--- src/rtl/ifft4_engine.sv ---
// 4-point radix-2 inverse FFT: loads X[0..3], two scaled butterfly stages with +j twiddle,
// then drains x[0..3]. One frame in flight; 10-cycle minimum frame period.
module ifft4_engine #(
  parameter int WIDTH = 32
) (
  input  logic             clk,
  input  logic             rst_n,
  input  logic [WIDTH-1:0] in_data,
  input  logic             in_valid,
  output logic             in_ready,
  output logic [WIDTH-1:0] out_data,
  output logic             out_valid,
  input  logic             out_ready,
  output logic             out_last
);

  localparam int H = WIDTH / 2;

  typedef enum logic [1:0] {
    LOAD,
    STAGE1,
    STAGE2,
    DRAIN
  } state_t;

  state_t           state;
  state_t           state_nxt;
  logic [1:0]       cnt;
  logic [1:0]       ocnt;
  logic [WIDTH-1:0] xin  [4];
  logic [WIDTH-1:0] a    [4];
  logic [WIDTH-1:0] obuf [4];

  function automatic logic [H:0] sext(input logic [H-1:0] v);
    return {v[H-1], v};
  endfunction

  // (p +/- q) >>> 1 per component, computed one bit wider so the sum cannot wrap.
  function automatic logic [WIDTH-1:0] bfly(input logic [WIDTH-1:0] p,
                                            input logic [WIDTH-1:0] q,
                                            input logic             sub);
    logic [H:0] s_re;
    logic [H:0] s_im;
    if (sub) begin
      s_re = sext(p[H-1:0]) - sext(q[H-1:0]);
      s_im = sext(p[WIDTH-1:H]) - sext(q[WIDTH-1:H]);
    end else begin
      s_re = sext(p[H-1:0]) + sext(q[H-1:0]);
      s_im = sext(p[WIDTH-1:H]) + sext(q[WIDTH-1:H]);
    end
    return {s_im[H:1], s_re[H:1]};
  endfunction

  // (j * (p - q)) >>> 1; the rotation negates the wide difference, so it never overflows.
  function automatic logic [WIDTH-1:0] rot_diff(input logic [WIDTH-1:0] p,
                                                input logic [WIDTH-1:0] q);
    logic [H:0] d_re;
    logic [H:0] d_im;
    logic [H:0] n_im;
    d_re = sext(p[H-1:0]) - sext(q[H-1:0]);
    d_im = sext(p[WIDTH-1:H]) - sext(q[WIDTH-1:H]);
    n_im = -d_im;
    return {d_re[H:1], n_im[H:1]};
  endfunction

  always_ff @(posedge clk) begin
    if (!rst_n) begin
      state <= LOAD;
      cnt   <= '0;
      ocnt  <= '0;
    end else begin
      state <= state_nxt;
      if (in_valid && in_ready) cnt <= cnt + 2'd1;
      if (out_valid && out_ready) ocnt <= ocnt + 2'd1;
    end
  end

  always_ff @(posedge clk) begin
    if (in_valid && in_ready) xin[cnt] <= in_data;
    if (state == STAGE1) begin
      a[0] <= bfly(xin[0], xin[2], 1'b0);
      a[1] <= bfly(xin[0], xin[2], 1'b1);
      a[2] <= bfly(xin[1], xin[3], 1'b0);
      a[3] <= rot_diff(xin[1], xin[3]);
    end
    if (state == STAGE2) begin
      obuf[0] <= bfly(a[0], a[2], 1'b0);
      obuf[1] <= bfly(a[1], a[3], 1'b0);
      obuf[2] <= bfly(a[0], a[2], 1'b1);
      obuf[3] <= bfly(a[1], a[3], 1'b1);
    end
  end

  always_comb begin
    state_nxt = state;
    in_ready  = 1'b0;
    out_valid = 1'b0;
    out_last  = 1'b0;
    out_data  = '0;
    case (state)
      LOAD: begin
        in_ready = rst_n;
        if (in_valid && cnt == 2'd3) state_nxt = STAGE1;
      end
      STAGE1: state_nxt = STAGE2;
      STAGE2: state_nxt = DRAIN;
      DRAIN: begin
        out_valid = 1'b1;
        out_data  = obuf[ocnt];
        out_last  = (ocnt == 2'd3);
        if (out_ready && ocnt == 2'd3) state_nxt = LOAD;
      end
      default: state_nxt = LOAD;
    endcase
  end

endmodule

--- config.mk ---
export PLATFORM = sky130hd
export DESIGN_NAME = ifft4_engine
export DESIGN_NICKNAME = d
export VERILOG_FILES = /design/src/rtl/ifft4_engine.sv
export SDC_FILE = /design/constraint.sdc
export NUM_CORES = 1
export LEC_CHECK = 0
export CORE_ASPECT_RATIO = 1.25
export CORE_MARGIN = 2
export CORE_UTILIZATION = 35
export CTS_BUF_LIST = sky130_fd_sc_hd__clkbuf_8
export DETAILED_ROUTE_END_ITERATION = 8
export GPL_TIMING_DRIVEN = 0
export HOLD_SLACK_MARGIN = 0.12
export SLEW_MARGIN = 40
export SYNTH_ARGS = -nofsm -noshare
export SYNTH_HDL_FRONTEND = slang
export SYNTH_SLANG_ARGS = --single-unit
--- constraint.sdc ---
create_clock -name clk -period 12.4 [get_ports clk]
set_input_delay 1.24 -clock clk [delete_from_list [all_inputs] [get_ports clk]]
set_output_delay 1.24 -clock clk [all_outputs]
set_load 0.005 [all_outputs]
-- Word-level counts from Yosys, hierarchy flattened
Memory sizes are Yosys's and may differ from the RTL's. A register that Yosys moved wholly into a read port is not among the register bits.
Index checks and enable logic that the tools add are counted.
- memories: 3
- memory bits (writable): 384
- input bits: 36
- output and inout bits: 35
- register bits after elaboration: 6
- word-level logic and storage cells: 67
- memories (memory ; words ; bits a word ; rd ports ; clocked after memory_dff ; wr ports ; line ; text):
    a ; 4 ; 32 ; 4 ; 0 ; 4 ; 31 ; logic [WIDTH-1:0] a [4];
    obuf ; 4 ; 32 ; 1 ; 1 ; 4 ; 32 ; logic [WIDTH-1:0] obuf [4];
    xin ; 4 ; 32 ; 4 ; 0 ; 1 ; 30 ; logic [WIDTH-1:0] xin [4];
- add/sub/neg operators: 19
- equal/unequal tests: 7
- reduce and logical (&&, ||, !) cells: 6
- muxes and demuxes: 29
- operators with widths (operator ; number):
    $mux W17 ; 14
    $add A16 B16 Y17 ; 8
    $sub A16 B16 Y17 ; 8
    $mux W32 ; 1
    $neg A17 Y17 ; 1
    $mux W1 ; 9
    $eq A2 B2 Y1 const B ; 4
    $mux W2 ; 4
    $pmux W2 S4 ; 1
    $add A2 B1 Y2 const B ; 2
    $logic_and A1 B1 Y1 ; 4
    $ne A2 B2 Y1 const B ; 2
    $eq A2 B1 Y1 const B ; 1
    $logic_not A2 Y1 ; 1
    $reduce_and A2 Y1 ; 1

-- Depth between registers and ports, before layout
- depth in word-level cells: 5
- depth in mapped cells: 10
- mapped depth without buffers: 10

-- Worst setup path before layout
No wires, ideal clock.
- path type: register -> register
- from: reg state[0]
- to: mem obuf[0][0], enable pin
- stages on the path, launching flop included: 3
- setup time: 0.504 ns
- clock period less this slack: 3.949 ns
- path slack: 8.451 ns
- buffers on the path: 0
- arrival time: 3.445 ns
- data required time: 11.896 ns
- path through: dfxtp_1 -> inv_1 -> ha_1
- RTL lines (element ; line ; text):
    start: declaration ; 26 ; state_t state;
    start signal: assignment ; 72 ; state <= state_nxt;
    end: declaration ; 32 ;

==> flow_metrics.tcl <==
set metrics [dict create \
    postSynthAreaPerCell_um2 10.9 \
    netlist_instances 2308 \
    cp.buffers_inverters 3 \
    cts-buffers-inserted 60 \
    crit_path_end_kind "primary output" \
    synthMuxAreaShare_pct 3.39 \
    power_density_mw_per_mm2 156 \
    synthSimpleGateAreaFrac_pct 11.1 \
    drtAntennaViolNets 0 \
    cp_cell_sequence "clkbuf_1 > buf_2 > mux4_2 > and2_1 > clkdlybuf4s50_1" \
    layout_commonest_cell "edfxtp_1" \
    crit_arrival_ns 3.12 \
    fmax_mhz 229 \
    drc 0 \
    areaGrowthSynthToFinish_pct 13.0 \
    critPathSlowestCell "mux4_2" \
    cts_root_buf "clkbuf_8" \
    multi_input_area_mm2 0.0121 \
    synth_area_leader_cell "edfxtp_1" \
    htreeDepth 2 \
    cp-start-kind "flop" \
    path_class "flop to primary output" \
    grt_pass1_vias 17200 \
    async_flop_share_pct 0 \
    ir_drop_uv 67.0 \
    synth_area_leaders "edfxtp_1, ha_1, xnor2_1" \
    first_pass_iters 5 \
    grt_usage_pct 16.5 \
    std_cell_rows 109 \
    drive_above_1_share_pct 7.46 \
    ys.warnings.count 0 \
    hold_viol_final 0 \
    status "completed" \
    gp_congestion 0.896 \
    cts_max_path_buffers 3 \
    vias 17100 \
    leakage_nw 10.9 \
    cp_top_family "buffers and inverters" \
    skew_ns 0.0232 \
    rsz0062_at_grt "no" \
    grt_max_degree 46 \
    slew_violations 0 \
    synth.top_cell.area_share_pct 45.9 \
    synth_fa_ha_area_share_pct 13.7 \
    ctsResizeCount 0 \
    critPathRequiredTime_ns 11.16 \
    yosysUniqueCellTypes 88 \
    place_inst 3326 \
    core_region_area_mm2 0.0709 \
    cts_setup_buffers 0 \
    wl_per_cell_um 17.7 \
    synth-main-ff-cell "edfxtp_1" \
    die_y_um 304 \
    synth_compound_area_share_pct 13.0 \
    cts_sinks 392 \
    synth_seq_cells 392 \
    grt_pass1_wl_um 95700 \
    drt_iter0_markers 1092 \
    fin_nets 2747 \
    synth_top_family_by_area "adder cells" \
    clkLatencyLatePin_ns 0.67 \
    synth.cell_area_mm2 0.0251 \
    max_stage_delay_ns 0.60 \
    die_w_um 244 \
    dieArea_mm2 0.0740 \
    nFillCells 6794 \
    boundaryPins 71 \
    max_cap_viol_count 0 \
    seq_area_frac_synth_pct 46.5 \
    synth_edf_count 384 \
    final_cell_mix "edfxtp_1, inv_1, ha_1" \
    tightest_slew_ns 0.794 \
    wirelength_um 60900 \
    syn-num-nets 2610 \
    min_path_type "flop to flop" \
    cp_max_fo 10 \
    io_buffer_count 70 \
    tns_ns 0 \
    hold_buffers 0 \
    clk_pin_slew_ns 0.07 \
    start_util_pct 35.5 \
    cts_tree "done" \
    fin_crit_sh_pct 35.2 \
    grt_overflow_total 0 \
    synth_xor_area_share_pct 6.76 \
    hpwlAfterDp_um 49100 \
    final_cells 3436 \
    regArea_mm2 0.0117 \
    setup_violations 0 \
    antenna_found_initial 1 \
    via_per_inst 4.99 \
    slew_headroom_pct 46.6 \
    final.min_clock_period_ns 4.36 \
]
==> kinds of logic after synthesis <==
kind of cell / after synthesis
AND/OR/NAND/NOR: 551
buffers and inverters: 360
adder cells (fa/ha/maj): 266
flip-flops: 392
multiplexers: 45
AO/OA/AOI/OAI: 500
XOR/XNOR: 194
==> tightest hold or removal path, stage by stage, from the launching register on <==
cell and delay, ns:
dfxtp_1 0.31, nand2_1 0.05, a21boi_0 0.09
==> layout make-up <==
class / instances / share of cell area (%)
Tap cell: 943 / 4.15
Antenna cell: 1 / 0.00880
Clock inverter: 44 / 1.25
Inverter: 260 / 3.43
Timing Repair Buffer: 75 / 2.82
Sequential cell: 392 / 41.1
Buffer: 100 / 1.49
Clock buffer: 65 / 3.15
Multi-Input combinational cell: 1556 / 42.6
==> final timing paths <==
| check | endpoint | cells after the start | slack (ns) | start |
|---|---|---|---|---|
| setup reg to reg | obuf[1][12] | 9 | 9.32 | a[3][4] |
| hold reg to reg | ocnt[1] | 2 | 0.51 | ocnt[1] |
| setup / recovery | out_data[22] | 5 | 8.04 | flop |
| hold / removal | ocnt[1] | 2 | 0.51 | ocnt[1] |
==> routing by layer <==
metal / GRT usage [%] / part of all wire [%]
met4: 4.69 / 2.5
met1: 21.7 / 45
met3: 2.21 / 3.9
met2: 28.4 / 49
met5: 0 / 0
==> state kept, by name, indices dropped and copies added (netlist names), named ones only <==
name and flops:
a 128, obuf 128, xin 128, cnt 2, ocnt 2, state 2
==> synthesized netlist by cell type (31+ instances only) <==
cell type / count
nor2b_1: 40
nor2_1: 157
mux4_2: 32
xnor2_1: 170
and2_1: 49
o21ai_0: 82
nand3_1: 31
a21o_1: 32
inv_1: 254
a21oi_1: 173
clkbuf_1: 74
nand2_1: 87
ha_1: 250
nor3_1: 69
edfxtp_1: 384
o21bai_1: 34
==> through the flow <==
| stage | instance area [um^2] | setup slack (ns) | total power, mW | hold slack [ns] | util (%) |
|---|---|---|---|---|---|
| global placement | 27000 | 7.29 | 3.31 | 0.484 | 38.1 |
| CTS | 28400 | 7.79 | 4.47 | 0.514 | 40.1 |
| floorplan | 25100 | 8.45 | 2.90 | 0.467 | - |
| finish | 28400 | 8.04 | 4.43 | 0.508 | 40.1 |
| global route | 28400 | 7.80 | 4.72 | 0.553 | 40.1 |
| detailed placement | 27200 | 8.37 | 3.34 | 0.506 | 38.3 |
==> power by group <==
part	leakage [nW]	internal [mW]	switching [mW]
logic	6.68	0.574	0.915
clock network	0.682	0.608	0.508
registers	3.55	1.74	0.0855
(Power assumes the default switching activity.)
